--- config.mk ---
export PLATFORM = sky130hd
export DESIGN_NAME = reg_access_ctrl
export DESIGN_NICKNAME = d
export VERILOG_FILES = /design/src/rtl/reg_access_ctrl.sv
export SDC_FILE = /design/constraint.sdc
export NUM_CORES = 1
export LEC_CHECK = 0
export CAP_MARGIN = 25
export CORE_AREA = 2 2 56 72
export DETAILED_ROUTE_END_ITERATION = 8
export DIE_AREA = 0 0 58 74
export GPL_ROUTABILITY_DRIVEN = 0
export GPL_TIMING_DRIVEN = 0
export PLACE_DENSITY = 0.84
export RECOVER_POWER = 100
export SETUP_SLACK_MARGIN = 0.5
export SLEW_MARGIN = 40
export SYNTH_ARGS = -nofsm -noshare
export SYNTH_HDL_FRONTEND = slang
export SYNTH_SLANG_ARGS = --single-unit
--- constraint.sdc ---
create_clock -name clk -period 2.4 [get_ports clk]
set_clock_uncertainty 0.15 [all_clocks]
set_input_delay 0.36 -clock clk [delete_from_list [all_inputs] [get_ports clk]]
set_output_delay 0.36 -clock clk [all_outputs]
set_load 0.1 [all_outputs]
--- src/rtl/reg_access_ctrl.sv ---
// reg_access_ctrl: sequences I2C slave byte events into register-block
// pointer loads, auto-incrementing writes and auto-incrementing reads.
// Optional feature macro: REG_RO_PROTECT_EN (drops writes at ptr >= RO_BASE).
module reg_access_ctrl #(
    parameter logic [7:0] RO_BASE = 8'hF0
) (
    input  logic       clk,
    input  logic       rst,
    input  logic       i2c_start,
    input  logic       i2c_rw,
    input  logic       i2c_stop,
    input  logic       rx_valid,
    input  logic [7:0] rx_data,
    input  logic       tx_req,
    output logic       tx_valid,
    output logic [7:0] tx_data,
    output logic       we,
    output logic [7:0] Adr_wr,
    output logic [7:0] DI,
    output logic [7:0] Adr_rd,
    input  logic [7:0] dat_REG,
    output logic       busy,
    output logic       ro_err
);

    typedef enum logic [1:0] {
        IDLE  = 2'd0,
        PTR   = 2'd1,
        WRITE = 2'd2,
        READ  = 2'd3
    } state_t;

    state_t     state;
    logic [7:0] ptr;

    // Data events only act when no START/STOP claims the cycle
    logic ctrl_evt_c;
    logic ld_ok_c;
    logic wr_ok_c;
    logic rd_ok_c;
    logic ro_hit_c;

    assign ctrl_evt_c = i2c_start | i2c_stop;
    assign ld_ok_c    = rx_valid & ~ctrl_evt_c & (state == PTR);
    assign wr_ok_c    = rx_valid & ~ctrl_evt_c & (state == WRITE);
    assign rd_ok_c    = tx_req   & ~ctrl_evt_c & (state == READ);

`ifdef REG_RO_PROTECT_EN
    // Bytes aimed at the read-only window are dropped
    assign ro_hit_c = (ptr >= RO_BASE);
`else
    logic unused_ro_base;
    assign unused_ro_base = ^RO_BASE;
    assign ro_hit_c       = 1'b0;
`endif

    // Read address always tracks the pointer
    assign Adr_rd = ptr;

    // FSM, pointer and all registered outputs
    always_ff @(posedge clk) begin
        if (rst) begin
            state    <= IDLE;
            ptr      <= 8'h00;
            we       <= 1'b0;
            Adr_wr   <= 8'h00;
            DI       <= 8'h00;
            tx_valid <= 1'b0;
            tx_data  <= 8'h00;
            busy     <= 1'b0;
            ro_err   <= 1'b0;
        end else begin
            we       <= 1'b0;
            tx_valid <= 1'b0;
            ro_err   <= 1'b0;

            if (i2c_start) begin
                state <= i2c_rw ? READ : PTR;
                busy  <= 1'b1;
            end else if (i2c_stop) begin
                state <= IDLE;
                busy  <= 1'b0;
            end else if (ld_ok_c) begin
                state <= WRITE;
            end

            if (ld_ok_c) begin
                ptr <= rx_data;
            end

            if (wr_ok_c) begin
                ptr <= ptr + 8'd1;
                if (ro_hit_c) begin
                    ro_err <= 1'b1;
                end else begin
                    we     <= 1'b1;
                    Adr_wr <= ptr;
                    DI     <= rx_data;
                end
            end

            // Every tx_req is answered; only a READ-state request consumes data
            if (tx_req) begin
                tx_valid <= 1'b1;
                tx_data  <= rd_ok_c ? dat_REG : 8'hFF;
            end
            if (rd_ok_c) begin
                ptr <= ptr + 8'd1;
            end
        end
    end

endmodule

==> flow_metrics.env <==
export IMPL_synth_cell_types=37
export IMPL_drv_slew=0
export IMPL_crit_chain="clkbuf_1"
export IMPL_worst_setup_path_start_kind="register"
export IMPL_max_slew_margin_rel=0.211
export IMPL_ir_drop_v=0.000558
export IMPL_core_area_um2=3630
export IMPL_first_global_vias=1381
export IMPL_leakage_nw=0.696
export IMPL_grt_remaining_overflow=0
export IMPL_fillCellCount=356
export IMPL_ys_warn_count=0
export IMPL_grt_pass1_wl_um=6420
export IMPL_ant_nets=0
export IMPL_synth_top_area_frac=0.493
export IMPL_holdBufCountCts=0
export IMPL_drive_gt1_frac=0.109
export IMPL_via_count=1500
export IMPL_grt_antenna_before_repair=0
export IMPL_finalCritPeriodShare=0.875
export IMPL_crit_start="Adr_rd[6]"
export IMPL_die_area_um2=4290
export IMPL_rows=25
export IMPL_layout_nets=261
export IMPL_setup_viol=0
export IMPL_cp_slowest_cell="clkbuf_1"
export IMPL_status="completed"
export IMPL_clockBufferDepth=2
export IMPL_synth_most_common_cell="nand2_1"
export IMPL_r2r_start="state[1]"
export IMPL_synth_top_cell_by_area="dfxtp_1"
export IMPL_critPathTopFamily="buffers and inverters"
export IMPL_critPathKind="reg2out"
export IMPL_numCtsBuffers=5
export IMPL_postPlaceCellArea_um2=1950
export IMPL_power_w=0.00143
export IMPL_ys_top_cells_by_count="43 x nand2_1, 37 x dfxtp_1, 26 x a21oi_1, 8 x o221a_2, 7 x nor2_1"
export IMPL_fin_ws_ns=0.299
export IMPL_place_hpwl_um=2770
export IMPL_regArea_um2=748
export IMPL_tightest_slew_ns=1.19
export IMPL_drt_wl_total_um=3940
export IMPL_power_density_nw_per_um2=706
export IMPL_htreeDepth=2
export IMPL_synth_ff_type="dfxtp_1"
export IMPL_min_path_cells=2
export IMPL_crit_path_max_incr_delay_ns=0.90
export IMPL_synth_edff_count=0
export IMPL_path_buf_inv=1
export IMPL_ys_async_sr_fraction=0
export IMPL_syn_nets=195
export IMPL_holdCritStartpoint="DI[2]"
export IMPL_die_w_um=58
export IMPL_syn_instance_count=171
export IMPL_rsz0062_at_grt="no"
export IMPL_drv_cap=0
export IMPL_cp_depth=1
export IMPL_die_h_um=74
export IMPL_multi_input_area_um2=682
export IMPL_cts_tree="built"
export IMPL_antennaDiodeCount=0
export IMPL_finalHoldViolations=0
export IMPL_grt_max_degree=12
export IMPL_root_buffer="clkbuf_8"
export IMPL_port_buffers=57
export IMPL_wl_per_cell_um=14.2
export IMPL_timing_final_crit_period_ns=2.10
export IMPL_crit_path_end_kind="output pin"
export IMPL_start_util=0.414
export IMPL_netlist_area_um2=1500
export IMPL_critPathRequiredTime_ns=1.89
export IMPL_final_util=0.557
export IMPL_ys_ff_latch=37
export IMPL_ys_seq_area_frac=0.493
export IMPL_first_pass_iters=4
export IMPL_arrival_ns=1.59
export IMPL_drcViolationCount=0
export IMPL_setup_tns_ns=0
export IMPL_max_freq_ghz=0.476
export IMPL_grt_usage=0.193
export IMPL_drt_vias_per_instance=5.40
export IMPL_clkSinkCount=37
export IMPL_ff2ff_path_depth=6
export IMPL_stdcell_area_um2=2020
export IMPL_hold_path_class="reg2reg"
export IMPL_yosys_top_cells_area="dfxtp_1 49%, nand2_1 11%, a21oi_1 8.7%"
export IMPL_worstPathMaxFanout=5
export IMPL_clk_pin_slew_ns=0.07
export IMPL_synth_avg_cell_area_um2=8.78
export IMPL_clk_latency_ns=0.29
export IMPL_pre_cts_ws_ns=0.00148
export IMPL_area_growth_pct=34.5
export IMPL_io_pins=59
export IMPL_first_iter_violations=94
[through the flow]
step,hold WS (ns),std cells
after floorplan,0.327,171
after global placement,0.294,268
after detailed placement,0.297,268
after CTS,0.307,278
after global routing,0.331,278
final,0.306,278
[power by group]
group          leakage [nW]  internal [W]  switching (W)
clock                0.0585      0.000339       0.000220
combinational         0.333     0.0000603       0.000165
sequential            0.305      0.000631      0.0000110
total                 0.696       0.00103       0.000396
[final cells by class]
type | count | area share
clock buffer | 7 | 0.0428
buffer | 10 | 0.0260
clock inverter | 1 | 0.0149
timing repair buffer | 59 | 0.176
multi-input combinational | 120 | 0.338
sequential | 37 | 0.371
tap | 40 | 0.0248
inverter | 4 | 0.00743
[metal layers]
layer | global-route usage | part of all wire
met1 | 0.226 | 0.41
met2 | 0.341 | 0.53
met3 | 0.0417 | 0.053
met4 | 0.0749 | 0.013
met5 | 0 | 0
[registers in the layout, summed over array words and instances, names as in the netlist]
signal    count
Adr_rd        8
tx_valid      1
Adr_wr        8
busy          1
state         2
tx_data       8
we            1
DI            8
[final timing paths]
| path | to | slack (ns) |
|---|---|---|
| worst min-delay path | DI[2] | 0.31 |
| worst min register to register | DI[2] | 0.31 |
| worst max-delay path | Adr_rd[6] | 0.30 |
| worst max register to register | DI[1] | 0.48 |
[cells by family after synthesis]
kind of cell | share of synthesized area
compound gates | 0.227
mux | 0.00667
other cells | 0.00250
simple gates | 0.217
fa+ha+maj | 0.00833
flops | 0.493
buf+inv | 0.0458
[what timing repair did]
item / 4_1_cts / 5_1_grt
setup buffers: 2 / 0
setup endpoints to repair: 32 / 1
pin swaps: 1 / 0
resized for setup: 8 / 1
[placed cells by master (no fill, tap or decap), types with 2 or more instances in the layout]
cell type,Yosys,final
buf_4,2,2
a22oi_1,2,2
nand3_1,3,3
a31oi_1,2,2
clkbuf_8,0,6
nor3_1,2,2
nand2_1,43,43
a32oi_1,2,2
nor2_1,7,6
dfxtp_1,37,31
a2bb2oi_1,2,2
a21oi_1,26,26
dfxtp_2,0,6
inv_1,3,3
o221a_2,8,8
clkdlybuf4s50_1,0,18
o21ai_1,2,2
o22ai_1,2,2
dlygate4sd2_1,0,3
a311oi_1,2,2
clkbuf_1,4,45
Power figures use the tool's default switching activity.
